## config.mk

```make
export PLATFORM = sky130hd
export DESIGN_NAME = l1_ring_controller
export DESIGN_NICKNAME = d
export VERILOG_FILES = /design/src/rtl/l1_ring_controller_pkg.sv /design/src/rtl/l1_ring_controller.sv
export SDC_FILE = /design/constraint.sdc
export NUM_CORES = 1
export LEC_CHECK = 0
export ABC_CLOCK_PERIOD_IN_PS = 2850
export CORE_AREA = 2 2 677 679
export DETAILED_ROUTE_END_ITERATION = 16
export DIE_AREA = 0 0 679 681
export PLACE_DENSITY = 0.39
export SYNTH_ARGS = -nofsm -noshare
export SYNTH_HDL_FRONTEND = slang
export SYNTH_SLANG_ARGS = --single-unit
```

## constraint.sdc

```tcl
create_clock -name clk -period 2.85 [get_ports clk]
set_input_delay 0.7125 -clock clk [delete_from_list [all_inputs] [get_ports clk]]
set_output_delay 0.7125 -clock clk [all_outputs]
set_load 0.05 [all_outputs]
```

## src/rtl/l1_ring_controller_pkg.sv

```systemverilog
// Shared types for the L1 ring node: ring packet layout, packet types,
// miss-queue entry states and the core/line sizing constants.
package l1_ring_controller_pkg;

  localparam int CORE_ID_WIDTH    = 4;
  localparam int CACHE_LINE_BITS  = 512;
  localparam int THREADS_PER_CORE = 4;

  typedef logic [31:0] scalar_t;

  typedef enum logic {
    PKT_READ_SHARED      = 1'b0,
    PKT_WRITE_INVALIDATE = 1'b1
  } ring_packet_type_t;

  typedef enum logic [2:0] {
    PM_INVALID       = 3'd0,
    PM_READ_PENDING  = 3'd1,
    PM_WRITE_PENDING = 3'd2,
    PM_READ_SENT     = 3'd3,
    PM_WRITE_SENT    = 3'd4
  } pending_miss_state_t;

  typedef struct packed {
    logic                       valid;
    logic                       ack;
    ring_packet_type_t          packet_type;
    logic [CORE_ID_WIDTH-1:0]   dest_core;
    scalar_t                    address;
    logic [CACHE_LINE_BITS-1:0] data;
  } ring_packet_t;

  // A response only completes a miss whose request of the same kind is
  // already out on the ring; anything else is left for the owner to sort out.
  function automatic logic state_agrees(input ring_packet_type_t pkt_type,
                                        input pending_miss_state_t state);
    logic agree;
    case (pkt_type)
      PKT_READ_SHARED:      agree = (state == PM_READ_SENT);
      PKT_WRITE_INVALIDATE: agree = (state == PM_WRITE_SENT);
      default:              agree = 1'b0;
    endcase
    return agree;
  endfunction

endpackage

```

## src/rtl/l1_ring_controller.sv

```systemverilog
// l1_ring_controller: per-core node on the coherence ring. Snoops passing
// packets against the miss queue, completes our own responses (cache fill
// plus thread wakeup), forwards foreign write-invalidates to the data cache
// and injects pending miss requests into free slots. Packets take exactly
// two cycles from packet_in to packet_out.
module l1_ring_controller
  import l1_ring_controller_pkg::*;
#(
  parameter  int CORE_ID         = 0,
  parameter  int NUM_ENTRIES     = THREADS_PER_CORE,
  localparam int ENTRY_IDX_WIDTH = (NUM_ENTRIES > 1) ? $clog2(NUM_ENTRIES) : 1
) (
  input  logic                       clk,
  input  logic                       reset,
  input  ring_packet_t               packet_in,
  output ring_packet_t               packet_out,
  output logic                       snoop_en,
  output logic [31:0]                snoop_addr,
  input  logic                       snoop_hit,
  input  logic [ENTRY_IDX_WIDTH-1:0] snoop_hit_entry,
  input  pending_miss_state_t        snoop_state,
  output logic                       wake_en,
  output logic [ENTRY_IDX_WIDTH-1:0] wake_entry,
  input  logic                       request_ready,
  input  logic [31:0]                request_address,
  input  logic                       request_store,
  output logic                       request_ack,
  output logic                       dcache_update_en,
  output logic [31:0]                dcache_update_addr,
  output logic [CACHE_LINE_BITS-1:0] dcache_update_data,
  output logic                       dcache_invalidate_en,
  output logic [31:0]                dcache_invalidate_addr
);

  localparam logic [CORE_ID_WIDTH-1:0] CORE_ID_L = CORE_ID[CORE_ID_WIDTH-1:0];

  // Stage-1 packet (aligned with the miss-queue snoop result) and the
  // registered outputs of stage 2.
  ring_packet_t                 s1_r;
  ring_packet_t                 packet_out_r;
  logic                         wake_en_r;
  logic [ENTRY_IDX_WIDTH-1:0]   wake_entry_r;
  logic                         dcache_update_en_r;
  logic [31:0]                  dcache_update_addr_r;
  logic [CACHE_LINE_BITS-1:0]   dcache_update_data_r;
  logic                         dcache_invalidate_en_r;
  logic [31:0]                  dcache_invalidate_addr_r;

  logic                         for_us_ack_s;
  logic                         ours_s;
  logic                         foreign_inv_s;
  logic                         slot_free_s;
  logic                         inject_s;
  ring_packet_t                 next_packet_s;

  // The miss-queue lookup is issued straight from the incoming packet
  assign snoop_en   = packet_in.valid;
  assign snoop_addr = packet_in.address;

  // Stage-1 register; in-flight packets are dropped while reset is held
  always_ff @(posedge clk or negedge reset) begin
    if (!reset) begin
      s1_r <= '0;
    end else begin
      s1_r <= packet_in;
    end
  end

  // Classify the stage-1 packet and decide whether the slot can take a request
  always_comb begin
    for_us_ack_s  = s1_r.valid && s1_r.ack && (s1_r.dest_core == CORE_ID_L);
    ours_s        = for_us_ack_s && snoop_hit
                    && state_agrees(s1_r.packet_type, snoop_state);
    foreign_inv_s = s1_r.valid && s1_r.ack
                    && (s1_r.packet_type == PKT_WRITE_INVALIDATE)
                    && (s1_r.dest_core != CORE_ID_L);
    slot_free_s   = !s1_r.valid || ours_s;
    // Never acknowledge without a request, and never while in reset
    inject_s      = reset && slot_free_s && request_ready;
  end

  assign request_ack = inject_s;

  // Pick what leaves on the ring: a new request, an empty slot, or the packet as it came
  always_comb begin
    next_packet_s = '0;
    if (inject_s) begin
      next_packet_s.valid       = 1'b1;
      next_packet_s.ack         = 1'b0;
      next_packet_s.dest_core   = CORE_ID_L;
      next_packet_s.packet_type = request_store ? PKT_WRITE_INVALIDATE : PKT_READ_SHARED;
      next_packet_s.address     = request_address;
      next_packet_s.data        = '0;
    end else if (slot_free_s) begin
      next_packet_s = '0;
    end else begin
      next_packet_s = s1_r;
    end
  end

  // Stage-2 ring output register
  always_ff @(posedge clk or negedge reset) begin
    if (!reset) begin
      packet_out_r <= '0;
    end else begin
      packet_out_r <= next_packet_s;
    end
  end

  // Completion of our own miss: wake the waiting threads and fill the line
  always_ff @(posedge clk or negedge reset) begin
    if (!reset) begin
      wake_en_r            <= 1'b0;
      wake_entry_r         <= '0;
      dcache_update_en_r   <= 1'b0;
      dcache_update_addr_r <= 32'h0000_0000;
      dcache_update_data_r <= '0;
    end else begin
      wake_en_r          <= ours_s;
      dcache_update_en_r <= ours_s;
      if (ours_s) begin
        wake_entry_r         <= snoop_hit_entry;
        dcache_update_addr_r <= s1_r.address;
        dcache_update_data_r <= s1_r.data;
      end
    end
  end

  // Another core's write was granted: drop our copy of that line
  always_ff @(posedge clk or negedge reset) begin
    if (!reset) begin
      dcache_invalidate_en_r   <= 1'b0;
      dcache_invalidate_addr_r <= 32'h0000_0000;
    end else begin
      dcache_invalidate_en_r <= foreign_inv_s;
      if (foreign_inv_s) begin
        dcache_invalidate_addr_r <= s1_r.address;
      end
    end
  end

  assign packet_out             = packet_out_r;
  assign wake_en                = wake_en_r;
  assign wake_entry             = wake_entry_r;
  assign dcache_update_en       = dcache_update_en_r;
  assign dcache_update_addr     = dcache_update_addr_r;
  assign dcache_update_data     = dcache_update_data_r;
  assign dcache_invalidate_en   = dcache_invalidate_en_r;
  assign dcache_invalidate_addr = dcache_invalidate_addr_r;

endmodule
```

==> run_results.csv, run 1 <==
group,metric,value,unit
cts,clk_pin_slew,0.06,ns
synth,synth_area_leaders,"dfrtp_1 79%, mux2_2 12%, and2_1 6.0%",
global_routing,grt.met2_usage,0.243,
synth,synthTopCellsByCount,"1,682 x dfrtp_1, 561 x mux2_2, 516 x and2_1",
synth,synth_warnings,0,
worst_setup_path,critPathKind,"reg2out",
global_routing,antenna_found_initial,83,
placed_design,port_buffers,1758,
synth,yosys_register_bits,1682,
placed_design,dpl-instance-area,78400,um2
synth,ys_seq_area_frac,0.786,
floorplanning,core_area,455000,um2
global_routing,grt_first_pass_wirelength,427000,um
timing,skew,0.0890,ns
timing,fin_crit_sh,1.10,
layout,fin_cells,11100,
layout,fin_nets,5529,
worst_setup_path,cp.required,2.14,ns
status,violations,"negative setup slack",
synth,synthArstFlopShare,1.00,
routing,routed-via-count,33500,
cts,cts_tree,"built",
power_and_ir_drop,powerDensity,715,nW/um2
worst_setup_path,cp-end-kind,"primary output",
worst_setup_path,cp.arrival,2.41,ns
global_routing,top_usage_layer,"met2",
routing,ant_nets,0,
floorplanning,die_y,681,um
synth,syn_area,53600,um2
placed_design,pre_cts_ws,-0.493,ns
cts,root_buffer,"clkbuf_16",
timing,drv_slew,0,
synth,synth_cell_type_count,20,
synth,synthCells,3021,
timing,hold_viol,0,
floorplanning,die_area,462000,um2
power_and_ir_drop,vdd_drop_max,517,uV
flow_run,drv_cap,0,
routing,vias_per_cell,3.01,
timing,fmax,320,MHz
worst_setup_path,cp_max_fo,2,
placed_design,dp.cells,10700,
timing,fin_tns_setup,-0.276,ns
floorplanning,fp-row-count,248,
timing,tightestPinTransition,0.853,ns
placed_design,place.gp.congestion,0.917,
power_and_ir_drop,p_leak,41.1,nW
synth,synth_adder_area_share,0,
cts,clock_sinks,1682,
routing,first_iter_violations,1628,
global_routing,grt_use_met1,0.160,
cts,cts_buffers,209,
floorplanning,num_io_pins,1759,
global_routing,grt_max_degree,139,
timing,setup_ws,-0.276,ns
placed_design,hpwl,284000,um
synth,synthMuxAreaShare,0.132,
cts,clock_latency,0.91,ns
synth,synth_edf_count,0,
floorplanning,die_width,679,um
min_path,hold_path_class,"in2async",
layout,drive_above_1_share,0.284,
timing,whs,0.128,ns
synth,synth_area_leader_cell,"dfrtp_1",
synth,syn_avg_cell_area,17.7,um2
synth,syn-num-nets,3614,
synth,synthSimpleGateAreaFrac,0.0654,
cts,clk_path_buf_depth,4,
routing,drt-pass1-iter-count,4,
floorplanning,initial_utilization,0.118,
routing,wirelength,339000,um
worst_setup_path,start_kind,"register",
power_and_ir_drop,total_power,60.6,mW
synth,synth_ff_type,"dfrtp_1",
routing,wl_per_cell,30.4,um
synth,synth_compound_area_frac,0.000280,
routing,drcViolationCount,0,
layout,fin_area,84800,um2
timing,slew-limit-headroom,0.431,
layout,area_growth,58.3,%
global_routing,met3_usage,0.0702,
synth,synth_top_family_by_area,"multiplexers",
status,status,"complete, but fails checks",
global_routing,grtUsageTotal,0.142,
cts,htreeDepth,4,
timing,finalCriticalPeriod,3.13,ns
timing,finalSetupViolations,1,
global_routing,grt_pass1_vias,37000,
timing,grt_setup_unrepaired,"true",
synth,netlist.area_leader.share,0.786,
global_routing,gr-total-overflow,0,
synth,synth_xor_area_frac,0,
layout,final_util,0.186,
synth,yosysMostFrequentCell,"dfrtp_1",
-- layer usage --
metal / share of wire / vias up / wire length [um]
met5: 0.00053 / - / 179
met4: 0.020 / 26 / 6750
met3: 0.11 / 350 / 37800
met2: 0.49 / 1320 / 166000
met1: 0.38 / 18000 / 128000
li1: - / 13800 / -
-- registers in the layout (all words and copies together), names as in the netlist --
signal / cells
dcache_invalidate_addr: 32
dcache_update_data: 512
dcache_update_addr: 32
s1_r: 551
dcache_invalidate_en: 1
wake_entry: 2
dcache_update_en: 1
packet_out: 551
-- path summary, 6_finish.rpt --
kind | cells after the start | slack (ns) | from | endpoint
min in group clk | 3 | 0.17 | request_ready | packet_out[550]
max | 6 | -0.28 | s1_r[544] | request_ack
max reg2reg | 8 | 0.20 | s1_r[548] | packet_out[522]
min reg2reg | 1 | 0.41 | s1_r[88] | packet_out[88]
min | 2 | 0.13 | reset | s1_r[221]
max in group asynchronous | 4 | 0.53 | reset | packet_out[322]
-- cell families after synthesis --
group / Yosys count
and+or+nand+nor: 559
DFF: 1682
muxes: 611
buffers and inverters: 167
AOI/OAI and AO/OA: 2
-- timing repair --
action / in CTS / in global routing
hold buffers: 6 / 0
setup endpoints to repair: 708 / 3
gates cloned: 0 / 0
buffers inserted: 4 / 0
resized for setup: 717 / 2
hold endpoints to repair: 22 / 0
pin swaps: 5 / 2
-- report_power, final --
part / leakage [nW] / switching (mW) / internal (mW) / total, mW
clock: 3.46 / 11.3 / 16.2 / 27.5
combinational: 16.2 / 4.97 / 2.14 / 7.12
sequential: 21.5 / 0.994 / 25.0 / 26.0
total: 41.1 / 17.2 / 43.3 / 60.6
-- cell usage in the layout, fill, tap and decap left out, types with 2 or more instances in the layout --
| cell | synthesis | routed |
|---|---|---|
| dfrtp_1 | 1682 | 1681 |
| dlygate4sd2_1 | 0 | 703 |
| clkdlybuf4s50_1 | 0 | 662 |
| mux2_2 | 561 | 561 |
| and2_1 | 516 | 516 |
| buf_4 | 34 | 428 |
| clkbuf_16 | 0 | 210 |
| buf_12 | 0 | 62 |
| mux2_4 | 50 | 50 |
| clkbuf_8 | 0 | 46 |
| clkbuf_1 | 72 | 44 |
| clkinv_2 | 0 | 34 |
| and3_1 | 33 | 33 |
| diode_2 | 0 | 23 |
| bufinv_16 | 0 | 15 |
| inv_6 | 0 | 12 |
| clkinvlp_4 | 0 | 10 |
| clkinv_4 | 0 | 5 |
| clkinv_16 | 0 | 4 |
| dlygate4sd3_1 | 0 | 4 |
| buf_2 | 52 | 3 |
| nand2_1 | 2 | 2 |
| inv_1 | 2 | 2 |
| inv_16 | 0 | 2 |
| clkdlybuf4s15_2 | 0 | 2 |
| clkdlybuf4s15_1 | 0 | 2 |
| dlymetal6s2s_1 | 0 | 2 |
-- area by class of cell --
class / count / area [um2]
well taps: 6000 / 7510
clock inverters: 83 / 1020
fillers: 49400 / 370000
flip-flops and latches: 1682 / 42100
clock buffers: 300 / 6050
multi-input cells: 1172 / 10600
inverters: 2 / 7.51
diodes: 23 / 57.6
repair buffers: 1869 / 17400
-- worst max-delay path: stages (launching register included) --
cell and delay [ns]:
dfrtp_1 0.39, nor4_2 0.30, buf_4 0.18, o211ai_1 0.14, o21a_4 0.25, nor2_4 0.11
buf_12 0.14
(Power assumes the default switching activity.)
==> run 2: changes to the inputs <==
--- a/config.mk
+++ b/config.mk
@@ -9,6 +9,7 @@
 export CORE_AREA = 2 2 677 679
 export DETAILED_ROUTE_END_ITERATION = 16
 export DIE_AREA = 0 0 679 681
+export GPL_ROUTABILITY_DRIVEN = 1
 export PLACE_DENSITY = 0.39
 export SYNTH_ARGS = -nofsm -noshare
 export SYNTH_HDL_FRONTEND = slang
==> results of run 2 <==
No change in the layout: final DEF, timing and power equal those of run 1.
==> run 3: changes to the inputs <==
--- a/config.mk
+++ b/config.mk
@@ -10,7 +10,10 @@
 export DETAILED_ROUTE_END_ITERATION = 16
 export DIE_AREA = 0 0 679 681
 export GPL_ROUTABILITY_DRIVEN = 1
+export GPL_TIMING_DRIVEN = 0
 export PLACE_DENSITY = 0.39
+export REMOVE_ABC_BUFFERS = 1
+export SETUP_SLACK_MARGIN = 0.5
 export SYNTH_ARGS = -nofsm -noshare
 export SYNTH_HDL_FRONTEND = slang
 export SYNTH_SLANG_ARGS = --single-unit
==> run_results.csv, run 3 (synthesis results as in run 1) <==
group,metric,value,unit
power_and_ir_drop,p_leak,42.0,nW
placed_design,pre_cts_ws,-2.59,ns
timing,finalSetupViolations,480,
floorplanning,initial_utilization,0.118,
timing,drv_slew,0,
cts,clk_path_buf_depth,4,
routing,routed-via-count,34800,
placed_design,port_buffers,1758,
cts,clock_sinks,1682,
layout,area_growth,71.1,%
min_path,hold_path_class,"in2async",
status,status,"complete, but fails checks",
layout,fin_nets,5716,
layout,drive_above_1_share,0.409,
floorplanning,num_io_pins,1759,
flow_run,drv_cap,0,
timing,fin_crit_sh,1.12,
worst_setup_path,rr_worst_depth,14,
timing,slew-limit-headroom,0.0806,
worst_setup_path,cp-end-kind,"primary output",
layout,final_cell_mix,"1,622 x dfrtp_1, 1,007 x clkdlybuf4s50_1, 560 x mux2_2, 418 x and2_1, 263 x clkbuf_4",
cts,cts_tree,"built",
layout,layout_commonest_cell,"dfrtp_1",
layout,final_util,0.201,
timing,setup_ws,-0.351,ns
routing,drcViolationCount,0,
routing,drt-pass1-iter-count,4,
global_routing,gr-total-overflow,0,
routing,ant_nets,0,
worst_setup_path,cp_max_fo,2,
floorplanning,die_area,462000,um2
global_routing,grt_first_pass_wirelength,435000,um
cts,root_buffer,"clkbuf_16",
cts,htreeDepth,4,
global_routing,grt_pass1_vias,38000,
global_routing,antenna_found_initial,117,
timing,tightestPinTransition,1.38,ns
timing,finalCriticalPeriod,3.20,ns
worst_setup_path,start_kind,"register",
global_routing,grtUsageTotal,0.145,
timing,grt_setup_unrepaired,"true",
floorplanning,die_width,679,um
worst_setup_path,cp.arrival,2.49,ns
cts,cts_buffers,224,
floorplanning,core_area,455000,um2
timing,fmax,312,MHz
timing,hold_viol,0,
routing,vias_per_cell,3.07,
routing,wirelength,353000,um
floorplanning,fp-row-count,248,
floorplanning,die_y,681,um
worst_setup_path,critPathKind,"reg2out",
routing,wl_per_cell,31.1,um
cts,clk_pin_slew,0.06,ns
worst_setup_path,cp.required,2.14,ns
timing,skew,0.0466,ns
global_routing,grt_max_degree,170,
timing,whs,0.145,ns
routing,first_iter_violations,1782,
power_and_ir_drop,vdd_drop_max,490,uV
placed_design,hpwl,260000,um
status,violations,"negative setup slack",
cts,clock_latency,0.91,ns
power_and_ir_drop,powerDensity,711,nW/um2
placed_design,place.gp.congestion,0.894,
==> run 3: power by group <==
group	switching, mW	internal [mW]	total, mW
clock	12.2	19.0	31.3
combinational	5.18	2.82	8.01
sequential	0.868	25.0	25.9
==> run 3: critical path: stages, from the launching register on <==
cell	delay [ns]
dfrtp_1	0.41
nor4_4	0.35
o211ai_1	0.20
o21a_4	0.27
buf_16	0.13
nor2_4	0.08
buf_8	0.15
==> run 3: what timing repair did <==
item | CTS | global route
pin swaps | 26 | 16
resized for setup | 2632 | 1674
gates cloned | 78 | 40
setup endpoints to repair | 2501 | 2076
setup buffers | 74 | 42
hold endpoints to repair | 88 | 0
hold buffers | 10 | 0
==> run 3: area by class of cell <==
type	instances	area (um2)
clock buffers	298	6350
diodes	37	92.6
well taps	6000	7510
fillers	48700	363000
flip-flops and latches	1682	42200
multi-input cells	1174	10900
inverters	2	10.0
clock inverters	117	1760
repair buffers	2039	22900
==> run 3: final timing paths <==
path	startpoint	to	slack (ns)
worst min register to register	s1_r[314]	packet_out[314]	0.45
max in group asynchronous	reset	packet_out[54]	0.46
worst max-delay path	s1_r[547]	request_ack	-0.35
min in group clk	packet_in[543]	s1_r[543]	0.17
worst max register to register	s1_r[547]	dcache_update_data[422]	-0.24
worst min-delay path	reset	packet_out[469]	0.14
==> run 3: per-layer routing <==
metal | vias up | GRT usage | share of wire
li1 | 14300 | - | -
met1 | 18600 | 0.162 | 0.38
met2 | 1465 | 0.253 | 0.49
met5 | - | 0 | 0.00040
met3 | 450 | 0.0674 | 0.10
met4 | 22 | 0.0307 | 0.027
==> run 3: per-stage QoR <==
step | TNS [ns] | power [mW] | cells | instance area (um2)
CTS | -95.21 | 66.7 | 11200 | 91000
detailed placement | -1761.59 | 33.9 | 10700 | 78800
floorplan | -9398.78 | 29.1 | 2856 | 52700
global route | -124.36 | 67.9 | 11300 | 91600
finish | -42.79 | 65.2 | 11300 | 91700
global placement | - | 33.8 | 10600 | 77800
